**src/rtl/kernel_loader.sv**
```systemverilog
// kernel_loader: streams numRows*D weights into a banked kernel buffer.
// A start in IDLE captures baseAddr/numRows and opens the stream. Each
// accepted beat becomes one buffer write in the following cycle, with banks
// 0..D-1 inside a row and rows ascending from baseAddr (mod 2^A).
// Ports:
//   CLK, RST          clock, synchronous active-high reset
//   start             begin a load (sampled only in IDLE)
//   baseAddr, numRows first buffer row and row count, captured at start
//   inData, inValid   weight stream beat
//   inReady           loader accepts a beat (high exactly in LOAD)
//   ioInputs          {io_select, write, bank, data}
//   address           kernel-buffer row address of the current write
//   busy, done        not-IDLE flag, one-cycle completion pulse
module kernel_loader #(
    parameter int unsigned depth = 2,
    parameter int unsigned A     = 7,
    parameter int unsigned D     = (1 << depth),
    parameter int unsigned W     = 16
) (
    input  logic                 CLK,
    input  logic                 RST,
    input  logic                 start,
    input  logic [A-1:0]         baseAddr,
    input  logic [A-1:0]         numRows,
    input  logic [W-1:0]         inData,
    input  logic                 inValid,
    output logic                 inReady,
    output logic [W+depth+1:0]   ioInputs,
    output logic [A-1:0]         address,
    output logic                 busy,
    output logic                 done
);

    localparam logic [depth-1:0] LAST_BANK = depth'(D - 1);

    typedef enum logic [1:0] {
        S_IDLE = 2'd0,
        S_LOAD = 2'd1,
        S_DONE = 2'd2
    } state_t;

    state_t             r_state;
    state_t             w_next_state;

    logic [A-1:0]       r_base;
    logic [A-1:0]       r_rows;
    logic [depth-1:0]   r_bank;
    logic [A-1:0]       r_row;

    logic               r_in_ready;
    logic               r_busy;
    logic               r_done;
    logic               r_io_sel;
    logic               r_write;
    logic [depth-1:0]   r_bank_out;
    logic [W-1:0]       r_data;
    logic [A-1:0]       r_addr;

    logic               w_start;
    logic               w_accept;
    logic               w_bank_wrap;
    logic               w_last;

    // Handshake and last-beat detection
    always_comb begin
        w_start     = (r_state == S_IDLE) && start;
        w_accept    = (r_state == S_LOAD) && inValid && r_in_ready;
        w_bank_wrap = (r_bank == LAST_BANK);
        w_last      = w_accept && w_bank_wrap && (r_row == (r_rows - A'(1)));
    end

    // State register
    always_ff @(posedge CLK) begin
        if (RST) begin
            r_state <= S_IDLE;
        end else begin
            r_state <= w_next_state;
        end
    end

    // Next-state logic
    always_comb begin
        w_next_state = r_state;
        case (r_state)
            S_IDLE: begin
                if (start) begin
                    w_next_state = (numRows == '0) ? S_DONE : S_LOAD;
                end
            end
            S_LOAD: begin
                if (w_last) begin
                    w_next_state = S_DONE;
                end
            end
            S_DONE:  w_next_state = S_IDLE;
            default: w_next_state = S_IDLE;
        endcase
    end

    // Capture, counters and registered outputs. Status flags are derived
    // from the next state so they line up with r_state in the same cycle.
    always_ff @(posedge CLK) begin
        if (RST) begin
            r_base     <= '0;
            r_rows     <= '0;
            r_bank     <= '0;
            r_row      <= '0;
            r_in_ready <= 1'b0;
            r_busy     <= 1'b0;
            r_done     <= 1'b0;
            r_io_sel   <= 1'b0;
            r_write    <= 1'b0;
            r_bank_out <= '0;
            r_data     <= '0;
            r_addr     <= '0;
        end else begin
            r_in_ready <= (w_next_state == S_LOAD);
            r_busy     <= (w_next_state != S_IDLE);
            r_done     <= (w_next_state == S_DONE);
            r_io_sel   <= (w_next_state != S_IDLE);
            r_write    <= w_accept;

            if (w_start) begin
                r_base <= baseAddr;
                r_rows <= numRows;
                r_bank <= '0;
                r_row  <= '0;
            end

            if (w_accept) begin
                r_data     <= inData;
                r_bank_out <= r_bank;
                r_addr     <= r_base + r_row;
                if (w_bank_wrap) begin
                    r_bank <= '0;
                    r_row  <= r_row + A'(1);
                end else begin
                    r_bank <= r_bank + depth'(1);
                end
            end
        end
    end

    assign inReady  = r_in_ready;
    assign busy     = r_busy;
    assign done     = r_done;
    assign address  = r_addr;
    assign ioInputs = {r_io_sel, r_write, r_bank_out, r_data};

endmodule

```
**config.mk**
```make
export PLATFORM = sky130hd
export DESIGN_NAME = kernel_loader
export DESIGN_NICKNAME = d
export VERILOG_FILES = /design/src/rtl/kernel_loader.sv
export SDC_FILE = /design/constraint.sdc
export NUM_CORES = 1
export LEC_CHECK = 0
export ABC_AREA = 1
export CAP_MARGIN = 20
export CORE_MARGIN = 1
export CORE_UTILIZATION = 52
export CTS_CLUSTER_SIZE = 24
export DETAILED_ROUTE_END_ITERATION = 16
export PLACE_DENSITY = 0.84
export RECOVER_POWER = 100
export SETUP_SLACK_MARGIN = 0.4
export SLEW_MARGIN = 10
export SYNTH_ARGS = -nofsm -noshare
export SYNTH_HDL_FRONTEND = slang
export SYNTH_SLANG_ARGS = --single-unit
```
**constraint.sdc**
```tcl
create_clock -name CLK -period 3.91 [get_ports CLK]
set_clock_uncertainty 0.05 [all_clocks]
set_input_delay 0.391 -clock CLK [delete_from_list [all_inputs] [get_ports CLK]]
set_output_delay 0.391 -clock CLK [all_outputs]
set_load 0.02 [all_outputs]
```
# Word level (Yosys, flattened, before mapping)
# Cells that the tools add are included.
dict set report classes {
  addsub 4
  mul 0
  div_mod_pow 0
  order_cmp 0
  n_eq_ne 5
  n_shift 0
  mux 10
  n_bitwise 0
  n_reduce_logical 9
}
# cell count
set ops {}
lappend ops {{2-to-1 mux 7 bit} 3}
lappend ops {{2-to-1 mux 2 bit} 6}
lappend ops {{adder 7 x 1 -> 7 bit (second input constant)} 1}
lappend ops {{adder 7 bit} 1}
lappend ops {{== test 7 bit} 1}
lappend ops {{zero test 7 bit} 1}
lappend ops {{subtractor 7 x 1 -> 7 bit (second input constant)} 1}
lappend ops {{logical AND 1 bit} 5}
lappend ops {{== test 2 x 1 -> 1 bit (second input constant)} 2}
lappend ops {{== test 2 bit (second input constant)} 2}
lappend ops {{case mux 2 bit (2 select lines)} 1}
lappend ops {{nonzero test 2 bit} 2}
lappend ops {{adder 2 x 1 -> 2 bit (second input constant)} 1}
lappend ops {{zero test 2 bit} 1}
dict set report word_totals {
  register_bits 54
  latchBits 0
  ramBits 0
  romBits 0
  inputBits 34
  out_inout_bits 30
  word_cells 40
  mem_count 0
}

# Logic depth before layout (Yosys ltp)
dict set report logic_depth {
  ltp_word 8
  mapped_depth 12
  ltp_nobuf 12
}

# Worst setup path before layout
# OpenSTA, ideal clock, no wires.
dict set report synth_timing {
  kind {reg-to-reg}
  start {register r_row[0]}
  end {register r_addr[6], in the netlist address[6]}
  setup_ps 115
  arrival_time_ps 1504
  t_required_ps 3745
  slack_ps 2240
  path_stages_with_launch 10
  path_buffers 0
  synth_period_minus_slack_ps 1670
  path_cell_list {dfxtp_1 > ha_1 > inv_1 > fa_1 > inv_1 > nand4_1 > nand3_1 > xor2_1 > o21ai_0 > inv_1}
}
dict set report synth_between {
  elab_chain_len 1
}
# item line
set synth_rtl {}
lappend synth_rtl {{from (decl)} 48} ;# logic [A-1:0] r_row;
lappend synth_rtl {{from (signal assigned)} 136} ;# r_row <= r_row + A'(1);
lappend synth_rtl {{adder 7 bit} 133} ;# r_addr <= r_base + r_row;
lappend synth_rtl {{to (signal assigned)} 133}
lappend synth_rtl {{to (decl)} 57} ;# logic [A-1:0] r_addr;
# Every way passes these cells.
# A chain may end at the register's enable or synchronous reset.

# Worst setup path after layout
dict set report layout_timing {
  start {input port inValid}
  end {register r_bank[1]}
}
dict set report layout_between {
  elab_chain_len 3
  elab_cells_between_ends 4
  classes_between {mux: 1; reduce/logical: 3}
}
# item line
set layout_rtl {}
lappend layout_rtl {{from (decl)} 26} ;# input logic inValid,
lappend layout_rtl {{logical AND 1 bit (*) (2 in a row)} 67} ;# w_accept = (r_state == S_LOAD) && inValid && r_in_ready;
lappend layout_rtl {{2-to-1 mux 2 bit / nonzero test 2 bit (equally long branches)} n/a}
lappend layout_rtl {{to (signal assigned)} 138} ;# r_bank <= r_bank + depth'(1);
lappend layout_rtl {{to (decl)} 47} ;# logic [depth-1:0] r_bank;
# Every way passes the cells marked *; elsewhere a longest branch is shown, timed or not.

==> metrics.cfg <==
[synthesis]
synth_fa_ha_area_share_pct = 5.23
post_synth_mux_area_share_pct = 0
synthCells = 353
synth_xor_area_share_pct = 3.46
synthesis.area_per_instance_sq_um = 7.18
synthesis.area_sq_um = 2530
synth_compound_area_share_pct = 14.6
synthDominantCellAreaShare_pct = 42.6
flop_and_latch_count_out_of_synthesis = 54
post-synth-top-area-cell = sky130_fd_sc_hd__dfxtp_1
ys_warn_count = 0
synth_top_family_by_area = simple AND/OR/NAND/NOR gates
synthDistinctLibCells = 32
synth_simple_gate_area_share_pct = 25.6
postSynthNetCount = 397
sequential_element_share_of_the_synthesized_area_pct = 42.6
yosys-top-cells-area = sky130_fd_sc_hd__dfxtp_1, sky130_fd_sc_hd__nor2_1, sky130_fd_sc_hd__o21ai_0, sky130_fd_sc_hd__nand2_1, sky130_fd_sc_hd__inv_1

[sta]
post-route-worst-setup-slack_ns = 1.53
final.period_utilization_pct = 61.0
setup_viol = 0
final_worst_hold_slack_ns = 0.455
fmax_mhz = 420
grt_setup_unrepaired = no
finalSetupTns_ns = 0
timing.final.hold_violations = 0
worst-slew-pin-transition_ns = 0.988
maxSlewHeadroom_pct = 34.1
layout_min_cycle_time_ns = 2.38
timing.final.max_slew_violations = 0

[global_route]
grt_usage_pct = 25.1
antenna_found_initial = 0
grt_first_pass_wirelength_um = 10100
vias_in_the_first_global_route = 2282
grt_start_max_net_pins = 40
gr-total-overflow = 0

[power_and_ir_drop]
leakagePower_nw = 1.58
areal_power_density_over_the_cells_nw_per_um2 = 350
ir_drop_v = 0.000274

[layout]
areaGrowthSynthToFinish_pct = 28.9
num_antenna_cells = 0
multi_input_gate_area_in_the_final_layout_sq_um = 1230
fillerInstances = 416
finalNetCount = 452
ff_latch_area_sq_um = 1080
most_common_cell_after_layout_fill_and_taps_aside = sky130_fd_sc_hd__nor2_1
design_area_sq_um = 3270
fraction_of_layout_cells_with_a_size_suffix_above_1_pct = 3.67
final_cell_mix = sky130_fd_sc_hd__nor2_1, sky130_fd_sc_hd__nand2_1, sky130_fd_sc_hd__dfxtp_1

[setup_path]
path_max_fanout = 33
slowest_stage = sky130_fd_sc_hd__dlygate4sd3_1
worstPathCellList = dlygate4sd3_1 -> nand2_1 -> nor2_4 -> inv_1 -> nand2_1 -> inv_1 -> a32o_1
worst_path_largest_cell_delay_ns = 0.53
crit_path_end_kind = flop
start_kind = input pin
worst-endpoint-required_ns = 4.06
cp.buffers_inverters = 3
critPathTopFamily = buffers and inverters
path_class = in -> reg
worst_ep_arrival_time_ns = 2.54

[floorplanning]
die_area_sq_um = 5160
die_w_um = 71.8
core_area_sq_um = 4690
start_util_pct = 54.0
boundaryPins = 64
die_y_um = 71.8
standard_cell_rows = 25

[route]
detail_route.iter0.violations = 160
detail-route-antenna-nets = 0
vias_per_cell = 5.26
via_count = 2436
drt_pass1_iterations = 4
wirelength_um = 5850
post_drt_wl_per_cell_um = 12.6
remaining_drc_errors = 0

[run]
maxCapViolCount = 0

[clocking]
htreeDepth = 2
number_of_buffers_created_by_cts = 5
tritoncts = built
clock_path_buffers = 2
post-cts-setup-buffers = 0
post_cts.resized_instances = 0
cts.root.buffer_cell = sky130_fd_sc_hd__clkbuf_8
clock_insertion_delay_worst_skew_ns = 0.31
hold_buffers = 0
clk_transition_reported_paths_ns = 0.10
clock_sink_count = 54

[run_status]
run_status = finished, final reports clean

[hold_path]
hp-class = reg -> reg

[place]
detailedPlacementHpwl_um = 4080
io_buffer_count = 63
dp_worst_setup_slack_ns = 1.33
detailed_place.area_sq_um = 3160
gpl.final_weighted_congestion = 0.833

## worst paths after layout
kind                            depth (start not counted)  slack (ns)        from         to
worst max register to register                          7        1.79  r_state[1]  r_bank[1]
worst min register to register                          2        0.45   r_base[0]  r_base[0]
worst max-delay path                                    7        1.53     inValid  r_bank[1]
worst min-delay path                                    2        0.45   r_base[0]  r_base[0]
## routing by layer
metal	GRT usage [%]	part of all wire (%)
met5	0	0
met4	8.28	1.3
met3	9.56	8.1
met2	41.1	47
met1	30.4	44
## where the power goes
group	leakage (nW)	switching (mW)	internal (mW)
clock	0.0585	0.186	0.192
sequential	0.440	0.0145	0.573
combinational	1.08	0.0996	0.0793
total	1.58	0.300	0.845
## area by class of cell
type                       instances  share of cell area [%]
multi-input combinational        246                    37.7
clock inverter                     3                    1.34
sequential                        54                    33.1
clock buffer                       5                    2.11
tap                               54                    2.07
inverter                          38                    4.37
timing repair buffer              63                    19.3
## sequential cells by signal, indices dropped and copies added (netlist names)
name,flops
r_io_sel,1
inReady,1
r_bank,2
r_state,2
r_row,7
r_data,16
address,7
r_bank_out,2
r_base,7
r_rows,7
r_write,1
done,1
## worst reg2reg max path: cells and delay by family (launching register included)
kind / cells / cell delay (ns)
simple gates: 3 / 0.76
flops: 1 / 0.32
buf+inv: 3 / 0.67
compound gates: 1 / 0.21
## metrics by stage
step / utilization, % / power, mW / instances
after CTS: 69.8 / 1.15 / 463
after detailed placement: 67.4 / 0.781 / 455
after global placement: 67.4 / 0.776 / 455
final: 69.6 / 1.14 / 463
after global routing: 69.6 / 1.20 / 463
after floorplan: - / 0.706 / 353
## synthesized netlist by cell type (all sizes together)
master  number
nand3b       1
clkbuf      10
a32o         1
nand4        5
nor3         1
o21ai       44
a221oi       1
nor4         1
a31oi        3
nand3       12
clkinv       1
a21oi       21
fa           1
buf          5
nor2        76
nand2       57
ha           9
dfxtp       54
or2          2
xnor2        2
xor2         8
o21bai       1
inv         37
## cell families (layout without fill, tap and decap cells)
family / count (synthesis) / in the layout
and+or+nand+nor: 155 / 155
buffers and inverters: 53 / 109
DFF: 54 / 54
AOI/OAI and AO/OA: 71 / 71
xor gates and xnor gates: 10 / 10
adders and majority gates: 10 / 10
No activity file was read; power rests on OpenSTA's default activity.
